File: config.mk
export PLATFORM = sky130hd
export DESIGN_NAME = copperv_lsu
export DESIGN_NICKNAME = d
export VERILOG_FILES = /design/src/rtl/copperv_lsu.sv
export SDC_FILE = /design/constraint.sdc
export NUM_CORES = 1
export LEC_CHECK = 0
export ABC_AREA = 1
export ABC_CLOCK_PERIOD_IN_PS = 2650
export CAP_MARGIN = 15
export CELL_PAD_IN_SITES_DETAIL_PLACEMENT = 1
export CELL_PAD_IN_SITES_GLOBAL_PLACEMENT = 1
export CORE_UTILIZATION = 25
export DETAILED_ROUTE_END_ITERATION = 6
export PLACE_DENSITY = 0.68
export SETUP_SLACK_MARGIN = 0.1
export SLEW_MARGIN = 15
export SYNTH_ARGS = -nofsm -noshare
export SYNTH_HDL_FRONTEND = slang
export SYNTH_SLANG_ARGS = --single-unit
export TNS_END_PERCENT = 50
File: constraint.sdc
create_clock -name clk -period 2.65 [get_ports clk]
set_input_delay 0.265 -clock clk [delete_from_list [all_inputs] [get_ports clk]]
set_output_delay 0.265 -clock clk [all_outputs]
set_load 0.05 [all_outputs]
File: src/rtl/copperv_lsu.sv
// copperv load/store unit: turns one execute-stage memory request into a
// data-bus read or write transaction and returns extended load data or status.
package copperv_lsu_pkg;
  typedef enum logic [2:0] {
    mem_byte   = 3'd0,
    mem_hword  = 3'd1,
    mem_word   = 3'd2,
    mem_byteu  = 3'd4,
    mem_hwordu = 3'd5
  } funct_e;

  typedef enum logic {
    ok   = 1'b0,
    fail = 1'b1
  } data_write_resp_e;
endpackage

module copperv_lsu
  import copperv_lsu_pkg::*;
#(
  parameter int ADDR_WIDTH     = 32,
  parameter bit MISALIGN_CHECK = 1'b1
) (
  input  logic                  clk,
  input  logic                  rst,
  input  logic                  req_valid,
  output logic                  req_ready,
  input  logic                  req_store,
  input  funct_e                req_funct,
  input  logic [ADDR_WIDTH-1:0] req_addr,
  input  logic [31:0]           req_wdata,
  output logic                  resp_valid,
  output logic [31:0]           resp_rdata,
  output logic                  resp_error,
  output logic                  dr_addr_valid,
  input  logic                  dr_addr_ready,
  output logic [ADDR_WIDTH-1:0] dr_addr,
  input  logic                  dr_data_valid,
  output logic                  dr_data_ready,
  input  logic [31:0]           dr_data,
  output logic                  dw_valid,
  input  logic                  dw_ready,
  output logic [ADDR_WIDTH-1:0] dw_addr,
  output logic [31:0]           dw_data,
  output logic [3:0]            dw_strobe,
  input  logic                  dw_resp_valid,
  output logic                  dw_resp_ready,
  input  data_write_resp_e      dw_resp
);

  typedef enum logic [2:0] {IDLE, RD_ADDR, RD_DATA, WR_REQ, WR_RESP, RESP} state_e;

  state_e                state_q, state_d;
  funct_e                funct_q, funct_d;
  logic [1:0]            addr_lo_q, addr_lo_d;
  logic                  req_ready_q, req_ready_d;
  logic                  resp_valid_q, resp_valid_d;
  logic [31:0]           resp_rdata_q, resp_rdata_d;
  logic                  resp_error_q, resp_error_d;
  logic                  dr_addr_valid_q, dr_addr_valid_d;
  logic [ADDR_WIDTH-1:0] dr_addr_q, dr_addr_d;
  logic                  dr_data_ready_q, dr_data_ready_d;
  logic                  dw_valid_q, dw_valid_d;
  logic [ADDR_WIDTH-1:0] dw_addr_q, dw_addr_d;
  logic [31:0]           dw_data_q, dw_data_d;
  logic [3:0]            dw_strobe_q, dw_strobe_d;
  logic                  dw_resp_ready_q, dw_resp_ready_d;
  logic [ADDR_WIDTH-1:0] word_addr_s;

  function automatic logic is_illegal(input funct_e f, input logic st, input logic [1:0] a);
    logic bad;
    case (f)
      mem_byte:   bad = 1'b0;
      mem_hword:  bad = MISALIGN_CHECK && a[0];
      mem_word:   bad = MISALIGN_CHECK && (a != 2'b00);
      mem_byteu:  bad = st;
      mem_hwordu: bad = st || (MISALIGN_CHECK && a[0]);
      default:    bad = 1'b1;
    endcase
    return bad;
  endfunction

  // Lane select follows the access size, so with the check off the low bits drop out.
  function automatic logic [31:0] load_extend(input funct_e f, input logic [1:0] a,
                                              input logic [31:0] word);
    logic [7:0]  b;
    logic [15:0] h;
    logic [31:0] r;
    b = word[{a, 3'b000} +: 8];
    h = word[{a[1], 4'b0000} +: 16];
    case (f)
      mem_byte:   r = {{24{b[7]}}, b};
      mem_hword:  r = {{16{h[15]}}, h};
      mem_word:   r = word;
      mem_byteu:  r = {24'd0, b};
      mem_hwordu: r = {16'd0, h};
      default:    r = 32'd0;
    endcase
    return r;
  endfunction

  function automatic logic [35:0] store_lanes(input funct_e f, input logic [1:0] a,
                                              input logic [31:0] w);
    logic [35:0] r;
    case (f)
      mem_byte:  r = {{4{w[7:0]}}, 4'b0001 << a};
      mem_hword: r = {{2{w[15:0]}}, 4'b0011 << {a[1], 1'b0}};
      mem_word:  r = {w, 4'b1111};
      default:   r = 36'd0;
    endcase
    return r;
  endfunction

  assign word_addr_s = {req_addr[ADDR_WIDTH-1:2], 2'b00};

  // Next-state and next-output decode; every output is registered below.
  always_comb begin
    state_d         = state_q;
    funct_d         = funct_q;
    addr_lo_d       = addr_lo_q;
    req_ready_d     = req_ready_q;
    resp_valid_d    = 1'b0;
    resp_rdata_d    = 32'd0;
    resp_error_d    = 1'b0;
    dr_addr_valid_d = dr_addr_valid_q;
    dr_addr_d       = dr_addr_q;
    dr_data_ready_d = dr_data_ready_q;
    dw_valid_d      = dw_valid_q;
    dw_addr_d       = dw_addr_q;
    dw_data_d       = dw_data_q;
    dw_strobe_d     = dw_strobe_q;
    dw_resp_ready_d = dw_resp_ready_q;
    case (state_q)
      IDLE: begin
        if (req_valid) begin
          funct_d     = req_funct;
          addr_lo_d   = req_addr[1:0];
          req_ready_d = 1'b0;
          if (is_illegal(req_funct, req_store, req_addr[1:0])) begin
            state_d      = RESP;
            resp_valid_d = 1'b1;
            resp_error_d = 1'b1;
          end else if (req_store) begin
            state_d                  = WR_REQ;
            dw_valid_d               = 1'b1;
            dw_addr_d                = word_addr_s;
            {dw_data_d, dw_strobe_d} = store_lanes(req_funct, req_addr[1:0], req_wdata);
          end else begin
            state_d         = RD_ADDR;
            dr_addr_valid_d = 1'b1;
            dr_addr_d       = word_addr_s;
          end
        end else begin
          req_ready_d = 1'b1;
        end
      end
      RD_ADDR: begin
        if (dr_addr_ready) begin
          state_d         = RD_DATA;
          dr_addr_valid_d = 1'b0;
          dr_data_ready_d = 1'b1;
        end else begin
          state_d = RD_ADDR;
        end
      end
      RD_DATA: begin
        if (dr_data_valid) begin
          state_d         = RESP;
          dr_data_ready_d = 1'b0;
          resp_valid_d    = 1'b1;
          resp_rdata_d    = load_extend(funct_q, addr_lo_q, dr_data);
        end else begin
          state_d = RD_DATA;
        end
      end
      WR_REQ: begin
        if (dw_ready) begin
          state_d         = WR_RESP;
          dw_valid_d      = 1'b0;
          dw_resp_ready_d = 1'b1;
        end else begin
          state_d = WR_REQ;
        end
      end
      WR_RESP: begin
        if (dw_resp_valid) begin
          state_d         = RESP;
          dw_resp_ready_d = 1'b0;
          resp_valid_d    = 1'b1;
          resp_error_d    = (dw_resp == fail);
        end else begin
          state_d = WR_RESP;
        end
      end
      RESP: begin
        state_d     = IDLE;
        req_ready_d = 1'b1;
      end
      default: begin
        state_d         = IDLE;
        req_ready_d     = 1'b1;
        dr_addr_valid_d = 1'b0;
        dr_data_ready_d = 1'b0;
        dw_valid_d      = 1'b0;
        dw_resp_ready_d = 1'b0;
      end
    endcase
  end

  // State and output registers with synchronous reset.
  always_ff @(posedge clk) begin
    if (rst) begin
      state_q         <= IDLE;
      funct_q         <= mem_byte;
      addr_lo_q       <= 2'd0;
      req_ready_q     <= 1'b1;
      resp_valid_q    <= 1'b0;
      resp_rdata_q    <= 32'd0;
      resp_error_q    <= 1'b0;
      dr_addr_valid_q <= 1'b0;
      dr_addr_q       <= '0;
      dr_data_ready_q <= 1'b0;
      dw_valid_q      <= 1'b0;
      dw_addr_q       <= '0;
      dw_data_q       <= 32'd0;
      dw_strobe_q     <= 4'd0;
      dw_resp_ready_q <= 1'b0;
    end else begin
      state_q         <= state_d;
      funct_q         <= funct_d;
      addr_lo_q       <= addr_lo_d;
      req_ready_q     <= req_ready_d;
      resp_valid_q    <= resp_valid_d;
      resp_rdata_q    <= resp_rdata_d;
      resp_error_q    <= resp_error_d;
      dr_addr_valid_q <= dr_addr_valid_d;
      dr_addr_q       <= dr_addr_d;
      dr_data_ready_q <= dr_data_ready_d;
      dw_valid_q      <= dw_valid_d;
      dw_addr_q       <= dw_addr_d;
      dw_data_q       <= dw_data_d;
      dw_strobe_q     <= dw_strobe_d;
      dw_resp_ready_q <= dw_resp_ready_d;
    end
  end

  assign req_ready     = req_ready_q;
  assign resp_valid    = resp_valid_q;
  assign resp_rdata    = resp_rdata_q;
  assign resp_error    = resp_error_q;
  assign dr_addr_valid = dr_addr_valid_q;
  assign dr_addr       = dr_addr_q;
  assign dr_data_ready = dr_data_ready_q;
  assign dw_valid      = dw_valid_q;
  assign dw_addr       = dw_addr_q;
  assign dw_data       = dw_data_q;
  assign dw_strobe     = dw_strobe_q;
  assign dw_resp_ready = dw_resp_ready_q;

endmodule

==> flow_metrics.env <==
export IMPL_hold_class="reg -> reg"
export IMPL_setup_viol=0
export IMPL_synthFlopType="dfxtp_1"
export IMPL_crit_type="reg -> reg"
export IMPL_layout_nets=1329
export IMPL_cap_violations=0
export IMPL_hold_viol=0
export IMPL_cts_made_buffers=17
export IMPL_clkSinkCount=143
export IMPL_ys_ff_latch=143
export IMPL_stdcell_count=1569
export IMPL_gp_congestion=0.866
export IMPL_worst_path_most_repeated_cell="buf_4"
export IMPL_met2WireLength_mm=11.6
export IMPL_hpwl_mm=18.4
export IMPL_antenna_found_initial=0
export IMPL_clock_skew_ns=0.00994
export IMPL_worst_pin_slew_ns=1.03
export IMPL_drive_gt1_frac=0.0543
export IMPL_grt_pass1_wl_mm=39.0
export IMPL_insertion_delay_ns=0.42
export IMPL_syn_to_final_growth_pct=49.4
export IMPL_ys_warn_count=0
export IMPL_synth_edf_count=0
export IMPL_drtIter0Drc=420
export IMPL_ir_worst_vdd_mv=0.391
export IMPL_hold_slack_ns=0.461
export IMPL_wirelength_mm=25.1
export IMPL_wl_met3_mm=1.11
export IMPL_clkTransAtPathRegs_ns=0.07
export IMPL_grt_use_total=0.186
export IMPL_syn_area_per_cell_sq_um=6.62
export IMPL_clock_path_buffers=2
export IMPL_drc_errors=0
export IMPL_wl_per_cell_um=16.0
export IMPL_slowest_stage="inv_1"
export IMPL_fin_crit_sh=0.756
export IMPL_cts_htree_levels=4
export IMPL_async_flop_share=0
export IMPL_cts_tree="built"
export IMPL_syn_inst=1000
export IMPL_crit_path_max_fanout=23
export IMPL_highest_layer="met4"
export IMPL_via_count=7110
export IMPL_core_area_sq_um=26000
export IMPL_cpPeakStageDelay_ns=0.31
export IMPL_cts_root_buffer_cell="clkbuf_16"
export IMPL_start_util=0.255
export IMPL_vias_per_cell=4.53
export IMPL_rows=59
export IMPL_slew_violations=0
export IMPL_rsz0062_at_grt="no"
export IMPL_seqCellArea_sq_um=2860
export IMPL_layout_min_cycle_time_ns=2.00
export IMPL_worstPathCellList="buf_4 -> inv_1 -> buf_4 -> nor2_1 -> o21ai_0 -> nand3_1 -> buf_4 -> a21oi_1"
export IMPL_start_kind="flip-flop"
export IMPL_ant_nets=0
export IMPL_port_buffers=242
export IMPL_ios=247
export IMPL_ctsResizeCount=0
export IMPL_die_area_sq_um=27100
export IMPL_seq_area_frac_synth=0.433
export IMPL_placed_cells=1537
export IMPL_grt_pass1_vias=7070
export IMPL_slew_headroom=0.311
export IMPL_diodes=0
export IMPL_dr_pass1_iters=4
export IMPL_cts_hold_fix_buffers=0
export IMPL_fillers=3265
export IMPL_overflow=0
export IMPL_pwr_density_cell_nw_per_um2=755
export IMPL_critPathArrivalTime_ns=2.35
export IMPL_wl_met1_mm=12.0
export IMPL_synth_area_sq_um=6620
export IMPL_p_leak_nw=4.08
export IMPL_post_cts_setup_buffers=0
export IMPL_synth_distinct_cells=33
export IMPL_die_x_um=165
export IMPL_status="finished clean"
export IMPL_dieHeight_um=165
export IMPL_fin_tns_setup_ns=0
export IMPL_multi_input_area_sq_um=3100
export IMPL_grt_max_degree=59
export IMPL_fmax_ghz=0.499
export IMPL_cp_required_ns=3.00
export IMPL_endpoint_kind="flip-flop"
==> worst paths after layout <==
path                  from              to  slack, ns  depth (start not counted)
min          dr_addr_valid   dr_addr_valid       0.46                          2
max           addr_lo_q[1]  resp_rdata[16]       0.65                          8
min reg2reg  dr_addr_valid   dr_addr_valid       0.46                          2
max reg2reg   addr_lo_q[1]  resp_rdata[16]       0.65                          8
==> worst max-delay path, delay by kind of cell (launching register included) <==
kind | cells | cell delay, ns
AO/OA/AOI/OAI | 2 | 0.40
buffers and inverters | 4 | 0.99
AND/OR/NAND/NOR | 2 | 0.24
flip-flops | 1 | 0.30
==> layer usage <==
metal / vias to the layer above / global-route usage
li1: 3578 / -
met1: 3319 / 0.254
met2: 189 / 0.300
met3: 24 / 0.0319
met4: 0 / 0.0550
met5: - / 0
==> logic make-up after synthesis <==
| kind of cell | Yosys count | synth area share |
|---|---|---|
| buffers and inverters | 159 | 0.103 |
| flip-flops | 143 | 0.433 |
| AO/OA/AOI/OAI | 126 | 0.110 |
| other | 1 | 0.000567 |
| AND/OR/NAND/NOR | 571 | 0.354 |
==> stage by stage <==
stage	util	area, sq um	total power, W	setup slack [ns]
after detailed placement	0.359	9340	0.00524	0.320
after global routing	0.380	9880	0.00792	0.454
after floorplan	-	6630	0.00429	1.26
final	0.380	9880	0.00746	0.647
after global placement	0.359	9340	0.00521	0.269
after CTS	0.380	9880	0.00757	0.621
==> area by class of cell <==
type	instances	share of cell area
multi-input cells	701	0.314
clock buffers	19	0.0448
inverters	97	0.0368
repair buffers	261	0.262
clock inverters	13	0.0105
flip-flops and latches	143	0.290
well taps	335	0.0424
==> report_power, final <==
group	switching, W	internal (W)
clock	0.00106	0.00124
sequential	0.000140	0.00236
combinational	0.00179	0.000877
total	0.00299	0.00447
==> flip-flops by register name, summed over array words and instances, names as in the netlist <==
name	flops
dw_addr	30
req_ready	1
state_q	3
dr_addr_valid	1
dw_valid	1
funct_q	3
addr_lo_q	2
dr_addr	30
resp_rdata	32
dw_strobe	4
dw_data	32
resp_valid	1
dw_resp_ready	1
dr_data_ready	1
resp_error	1
==> placed cells by master (no fill, tap or decap), types with 2 or more instances in the layout <==
| cell type | instances |
|---|---|
| nor2_1 | 217 |
| nor2_4 | 3 |
| nand4_1 | 33 |
| a21oi_1 | 56 |
| inv_6 | 5 |
| o221ai_1 | 3 |
| buf_4 | 17 |
| clkinv_4 | 2 |
| buf_12 | 2 |
| o21ai_0 | 29 |
| o22ai_1 | 2 |
| clkbuf_16 | 17 |
| nand2_1 | 256 |
| clkdlybuf4s50_1 | 242 |
| o21bai_1 | 21 |
| nor2_2 | 4 |
| conb_1 | 4 |
| dfxtp_1 | 143 |
| o31ai_1 | 4 |
| o211ai_1 | 2 |
| inv_1 | 92 |
| nand3b_1 | 2 |
| nor3_1 | 5 |
| a31oi_1 | 6 |
| clkinvlp_4 | 5 |
| or2_2 | 3 |
| nand3_1 | 45 |
| inv_2 | 5 |
==> cell usage after synthesis (4+ instances only) <==
library cell,instances,area [sq um]
nand2_1,256,961
nor2_1,219,822
dfxtp_1,143,2860
inv_1,92,345
a21oi_1,56,280
nand3_1,45,225
nand4_1,33,206
o21ai_0,29,145
clkbuf_1,27,101
o21bai_1,21,158
buf_2,16,80.1
buf_4,15,113
a31oi_1,6,37.5
nor3_1,5,25.0
inv_2,4,15.0
o31ai_1,4,30.0
No activity file was read; power rests on OpenSTA's default activity.
